===== src/rtl/ram_arbiter_pkg.sv =====
// Shared constants for the two-port RAM arbiter: default geometry, requester
// indices and the owner tag that steers returning read data.
package ram_arbiter_pkg;

   localparam int RAM_AW = 9;
   localparam int RAM_DW = 8;

   localparam int OWNER_W = 1;
   typedef logic [OWNER_W-1:0] owner_t;

   localparam owner_t PORT_CPU = 1'b0;
   localparam owner_t PORT_VID = 1'b1;

endpackage


===== src/rtl/ram_arb_pick.sv =====
// Two-requester picker used once for reads and once for writes.
// RAM_ARB_RR_EN selects alternating winners; otherwise port 0 always wins.
module ram_arb_pick (
   input  logic clk,
   input  logic rst,
   input  logic req0,
   input  logic req1,
   output logic gnt0,
   output logic gnt1
);

`ifdef RAM_ARB_RR_EN
   // ptr_q names the port preferred in the next contest; it moves to the loser
   logic ptr_q;
   logic ptr_d;

   always_comb begin
      gnt0  = req0 & (~req1 | ~ptr_q);
      gnt1  = req1 & (~req0 | ptr_q);
      ptr_d = ptr_q;
      if (req0 && req1) begin
         ptr_d = ~ptr_q;
      end
   end

   always_ff @(posedge clk or posedge rst) begin
      if (rst) begin
         ptr_q <= 1'b0;
      end else begin
         ptr_q <= ptr_d;
      end
   end
`else
   logic unused_inputs;

   always_comb begin
      gnt0          = req0;
      gnt1          = req1 & ~req0;
      unused_inputs = clk ^ rst;
   end
`endif

endmodule


===== src/rtl/ram_arbiter.sv =====
// Arbitrates a CPU and a video requester onto one external dual-port block RAM.
// Define RAM_ARB_RR_EN for round-robin on same-type conflicts (default: port 0 wins).
module ram_arbiter
   import ram_arbiter_pkg::*;
#(
   parameter int AW = RAM_AW,
   parameter int DW = RAM_DW
) (
   input  logic          clk,
   input  logic          rst,
   input  logic          req0,
   input  logic          req1,
   input  logic          we0,
   input  logic          we1,
   input  logic [AW-1:0] addr0,
   input  logic [AW-1:0] addr1,
   input  logic [DW-1:0] wdata0,
   input  logic [DW-1:0] wdata1,
   output logic          gnt0,
   output logic          gnt1,
   output logic          rvalid0,
   output logic          rvalid1,
   output logic [DW-1:0] rdata0,
   output logic [DW-1:0] rdata1,
   output logic          ram_re,
   output logic [AW-1:0] ram_raddr,
   output logic          ram_we,
   output logic [AW-1:0] ram_waddr,
   output logic [DW-1:0] ram_wdata,
   input  logic [DW-1:0] ram_rdata
);

   logic   wr_req0, wr_req1, rd_req0, rd_req1;
   logic   wr_gnt0, wr_gnt1, rd_gnt0, rd_gnt1;
   logic   rd_elig0, rd_elig1;
   logic   rd_valid_d, rd_valid_q;
   owner_t rd_owner_d, rd_owner_q;

   // Requests are masked during reset so nothing is granted and no pointer moves
   always_comb begin
      wr_req0 = req0 & we0 & ~rst;
      wr_req1 = req1 & we1 & ~rst;
      rd_req0 = req0 & ~we0 & ~rst;
      rd_req1 = req1 & ~we1 & ~rst;
   end

   ram_arb_pick u_wr_pick (
      .clk  (clk),
      .rst  (rst),
      .req0 (wr_req0),
      .req1 (wr_req1),
      .gnt0 (wr_gnt0),
      .gnt1 (wr_gnt1)
   );

   // A read that hits the address being written this cycle waits one cycle
   always_comb begin
      rd_elig0 = rd_req0 & ~(wr_gnt1 & (addr1 == addr0));
      rd_elig1 = rd_req1 & ~(wr_gnt0 & (addr0 == addr1));
   end

   ram_arb_pick u_rd_pick (
      .clk  (clk),
      .rst  (rst),
      .req0 (rd_elig0),
      .req1 (rd_elig1),
      .gnt0 (rd_gnt0),
      .gnt1 (rd_gnt1)
   );

   always_comb begin
      gnt0       = wr_gnt0 | rd_gnt0;
      gnt1       = wr_gnt1 | rd_gnt1;
      ram_we     = wr_gnt0 | wr_gnt1;
      ram_waddr  = wr_gnt1 ? addr1 : addr0;
      ram_wdata  = wr_gnt1 ? wdata1 : wdata0;
      ram_re     = rd_gnt0 | rd_gnt1;
      ram_raddr  = rd_gnt1 ? addr1 : addr0;
      rd_valid_d = rd_gnt0 | rd_gnt1;
      rd_owner_d = rd_gnt1 ? PORT_VID : PORT_CPU;
   end

   always_ff @(posedge clk or posedge rst) begin
      if (rst) begin
         rd_valid_q <= 1'b0;
         rd_owner_q <= PORT_CPU;
      end else begin
         rd_valid_q <= rd_valid_d;
         rd_owner_q <= rd_owner_d;
      end
   end

   // The owner tag travels with the read so RAM data lands at the right port
   always_comb begin
      rvalid0 = rd_valid_q & (rd_owner_q == PORT_CPU);
      rvalid1 = rd_valid_q & (rd_owner_q == PORT_VID);
      rdata0  = rvalid0 ? ram_rdata : '0;
      rdata1  = rvalid1 ? ram_rdata : '0;
   end

endmodule


===== config.mk =====
export PLATFORM = sky130hd
export DESIGN_NAME = ram_arbiter
export DESIGN_NICKNAME = d
export VERILOG_FILES = /design/src/rtl/ram_arbiter_pkg.sv /design/src/rtl/ram_arb_pick.sv /design/src/rtl/ram_arbiter.sv
export SDC_FILE = /design/constraint.sdc
export NUM_CORES = 1
export LEC_CHECK = 0
export ABC_AREA = 1
export BUFFER_PORTS_ARGS = -buffer_cell sky130_fd_sc_hd__buf_2
export CAP_MARGIN = 20
export CORE_ASPECT_RATIO = 0.7
export CORE_MARGIN = 5
export CORE_UTILIZATION = 23
export CTS_CLUSTER_DIAMETER = 80
export CTS_CLUSTER_SIZE = 16
export DETAILED_ROUTE_END_ITERATION = 10
export GPL_ROUTABILITY_DRIVEN = 0
export GPL_TIMING_DRIVEN = 0
export SETUP_SLACK_MARGIN = 0.05
export SYNTH_ARGS = -nofsm -noshare
export SYNTH_HDL_FRONTEND = slang
export SYNTH_SLANG_ARGS = --single-unit

===== constraint.sdc =====
create_clock -name clk -period 1.7 [get_ports clk]
set_clock_uncertainty 0.1 [all_clocks]
set_input_delay 0.255 -clock clk [delete_from_list [all_inputs] [get_ports clk]]
set_output_delay 0.255 -clock clk [all_outputs]
set_load 0.05 [all_outputs]

# Word level (Yosys, flattened, before mapping)
# Index checks and enable logic that the tools add are counted.
# op_classes
n_addsub,0
multipliers,0
div,0
order_cmp,0
eq_ne,2
n_shift,0
mux,6
n_bitwise,28
reduce_logical,0
# op_table
operator,n
2-to-1 mux 8 bit,3
== test 9 bit,2
2-to-1 mux 9 bit,2
AND 1 bit,16
NOT 1 bit,8
bitwise OR 1 bit,4
2-to-1 mux 1 bit,1
# totals
reg_bits,2
latch_bits,0
ram_bits,0
rom_bits,0
inputBits,48
output_inout_bits,48
wordCells,38
n_memories,0

# Longest topological paths before layout
# depth
ltp_word,10
depth_mapped,12
ltp_nobuf,11

# Cells and area by module
# A second synthesis with hierarchy kept.
# hier_totals
hier_cells,157
area_unflattened_um2,726.9
# by_module_without_submodules
mod,n_inst,cells_per_inst,area_each_um2,seq_area_each_um2
ram_arbiter,1,151,691.9,50.0
ram_arb_pick,2,3,17.5,0.0

# Least setup slack after synthesis
# OpenSTA, ideal clock, no wires.
# synth_path
path_kind,register to output
startpoint,register rd_owner_q
endpoint,output rdata0[0]
t_arrival_ps,2041
required_ps,1345
path_slack_ps,-696
path_stages_with_launch,4
path_buffers,0
path_cell_list,dfrtp_1 -> nor2_1 -> inv_1 -> nor2_1
# synth_between
elab_chain_cells,3
# synth_rtl
element,line_no,rtl
start: declaration,ram_arbiter.sv:37,"owner_t rd_owner_d, rd_owner_q;"
start signal: assignment,ram_arbiter.sv:89,rd_owner_q <= rd_owner_d;
NOT 1 bit,ram_arbiter.sv:95,rvalid0 = rd_valid_q & (rd_owner_q == PORT_CPU);
AND 1 bit,ram_arbiter.sv:95,
net rvalid0,ram_arbiter.sv:21,"output logic rvalid0,"
2-to-1 mux 8 bit,ram_arbiter.sv:97,rdata0 = rvalid0 ? ram_rdata : '0;
end: declaration,ram_arbiter.sv:23,"output logic [DW-1:0] rdata0,"
# The timed path passes the listed nets, and every way through them passes these cells.

# Final worst setup path
# layout_path
startpoint,input addr1[6]
endpoint,output ram_raddr[4]
# layout_between
elab_chain_cells,7
elab_cells_between_ends,11
cone_classes,eq/ne: 2; mux: 1; bitwise: 8
# layout_rtl
element,line_no,rtl
start: declaration,ram_arbiter.sv:16,"input logic [AW-1:0] addr1,"
== test 9 bit,"ram_arbiter.sv:58, ram_arbiter.sv:59",
AND 1 bit,ram_arbiter.sv:58,rd_elig0 = rd_req0 & ~(wr_gnt1 & (addr1 == addr0));
NOT 1 bit,ram_arbiter.sv:58,
AND 1 bit,ram_arbiter.sv:58,
NOT 1 bit,ram_arb_pick.sv:38,gnt1 = req1 & ~req0;
AND 1 bit (*),ram_arb_pick.sv:38,
2-to-1 mux 9 bit (*),ram_arbiter.sv:78,ram_raddr = rd_gnt1 ? addr1 : addr0;
end: declaration,ram_arbiter.sv:26,"output logic [AW-1:0] ram_raddr,"
# Mark *: on every way between the ends. The rest lies on a longest branch, timed or not.

==> results.cfg <==
[global_route]
track_usage = 0.164
grt_max_degree = 11
gr-total-overflow = 0
met2_usage = 0.276
grt_most_used_layer = met2
antenna_found_initial = 0
grt_pass1_vias = 1339
grtUsageMet1 = 0.194
grt.met3_usage = 0.0761
grt_pass1_wl_um = 5980

[finish]
layout.nets = 327
multiInputGateArea_um2 = 971
seqCellArea_um2 = 50.0
area_growth_pct = 235
diodes = 0
fill_cells = 186
fin_area_um2 = 2510
drive_gt1_frac = 0.755
fin_cells = 315

[synthesis]
synth.yosys.warnings = 0
yosysTopAreaCell = nand2_1
seq_area_frac_synth = 0.0669
netlist_top_cells_count = 76 x nand2_1, 20 x nor2_1, 18 x inv_1
synth_nets = 204
synth_edf_count = 0
synth_top_area_frac = 0.381
synthArstFlopShare = 1.00
ys_seq_elements = 2
yosysMostFrequentCell = nand2_1
ys.flop_type = dfrtp_1
syn_area_per_cell_um2 = 4.80
synth_area_leaders = nand2_1 38%, nor2_1 10%, inv_1 9.0%
synth_area_um2 = 748
synthCells = 156
synth_cell_type_count = 17

[routing]
first_pass_iters = 4
drtIter0Drc = 32
routed_wl_um = 4660
routedWlPerCell_um = 14.8
vias = 1456
drc = 0
routed_via_density = 4.62
ant_nets = 0

[worst_setup_path]
path_class = in2out
cp-startpoint = addr1[6]
cp_data_required_time_ns = 1.34
worstSetupEndpointType = primary output
crit_path_max_fanout = 5
worstPathArrival_ns = 1.56
cp-start-kind = primary input

[placement]
dp.cells = 289
pre_cts_slack_ns = -0.289
dpl-instance-area_um2 = 1370
port_buffers = 95
dpl.hpwl_um = 2540

[min_path]
hp-start = we1
whs_path_depth = 4
hp-class = in2reg
min_to = rd_valid_q

[cts]
cts_max_path_buffers = 2
numCtsBuffers = 3
root_buffer = clkbuf_8
h-tree-depth = 1
path_clk_slew_ns = 0.03
clkSinkCount = 2
cts_tree = yes

[sta]
holdWs_ns = 0.351
drv_slew = 0
max-slew-margin-rel = 0.725
finalSetupTns_ns = -1.81
hold_violations = 0
setup_viol = 12
rsz0062_at_grt = yes
setup_slack_ns = -0.213
min_period_ns = 1.91
tightest_slew_ns = 0.411
fin_crit_sh = 1.13
fmax_mhz = 523

[floorplanning]
core.rowCount = 17
die_area_um2 = 4510
io_pins = 96
initial_core_util = 0.238
coreArea_um2 = 3150
die_width_um = 78.2
fp.dieH_um = 57.7

[power_and_ir_drop]
seqPwrFrac = 0.048
powerDensity_nw_per_um2 = 441
power.net_switching_uw = 529
p_int_uw = 576
peakVddDrop_uv = 286
p_leak_uw = 0.00131
switching_share = 0.479
pwr-share-comb = 0.785
p_clk_frac = 0.168

[status]
status = finished with violations
violations = negative setup slack

[run]
maxCapViolations = 0
[layout by cell type (no fill, tap or decap)]
cell and n:
nor2_2 1, nand2_1 34, clkbuf_16 4, buf_8 29
nand3_4 1, nor2_1 9, nor3b_1 1, nand3_1 9
buf_12 4, inv_1 12, nor2_4 12, inv_2 4
dlygate4sd3_1 1, clkinvlp_4 1, clkinv_8 1, nand2_2 30
nand2_8 1, nand3_2 3, inv_6 2, clkbuf_8 3
o21ai_4 2, xnor2_2 7, buf_4 10, buf_6 35
dfrtp_1 2, buf_2 40, nand2_4 19
[repair_timing]
item / in CTS / in global routing
resized for setup: 110 / 122
gates cloned: 0 / 5
endpoints found under the hold margin: 2 / 0
setup buffers: 9 / 9
pin swaps: 1 / 23
endpoints found under the setup margin: 37 / 45
hold buffers: 1 / 0
[layer usage]
layer	vias to the layer above	part of all wire
met4	0	0.0036
met2	66	0.50
met1	676	0.40
li1	712	-
met5	-	0
met3	2	0.094
[kinds of logic after synthesis]
| kind of cell | synth area share |
|---|---|
| AND/OR/NAND/NOR | 0.669 |
| flip-flops | 0.0669 |
| XOR/XNOR | 0.0819 |
| buffers and inverters | 0.169 |
| AO/OA/AOI/OAI | 0.0134 |
[state kept, by name, indices dropped and copies added, names as in the netlist]
| signal | cells |
|---|---|
| rd_owner_q | 1 |
| rd_valid_q | 1 |
[power by group through the flow]
stage | Combinational, uW | Sequential [uW] | Clock (uW)
after floorplan | 387 | 52.7 | 0
after global placement | 538 | 52.9 | 0
after detailed placement | 539 | 52.9 | 0
after CTS | 698 | 52.4 | 191
after global routing | 908 | 52.8 | 203
final | 867 | 52.7 | 185
[critical path: stages]
cell       delay (ns)
buf_6            0.10
xnor2_2          0.16
nand2_1          0.13
nor2_4           0.16
nand3_2          0.11
nand2_4          0.10
inv_6            0.05
nand2_8          0.07
clkbuf_16        0.15
nand2_2          0.06
nand2_2          0.07
buf_8            0.15
[worst max path at each step]
stage	endpoint	slack (ns)
finish	ram_raddr[4]	-0.21
detailed placement	ram_raddr[4]	-0.29
global route	ram_raddr[4]	-0.28
floorplan	rdata0[0]	-0.15
global placement	ram_raddr[4]	-0.29
CTS	ram_raddr[6]	-0.11
[cell type report]
class	instances	area share
plain buffers	4	0.0265
flip-flops and latches	2	0.0200
multi-input cells	129	0.387
well taps	38	0.0190
clock buffers	3	0.0165
inverters	20	0.0404
repair buffers	119	0.490
[per-stage QoR]
step / utilization / power [uW]
3_5_place_dp: 0.435 / 592
3_3_place_gp: 0.435 / 591
2_1_floorplan: - / 439
5_1_grt: 0.796 / 1160
4_1_cts: 0.602 / 941
6_report: 0.796 / 1100
Power figures use the tool's default switching activity.
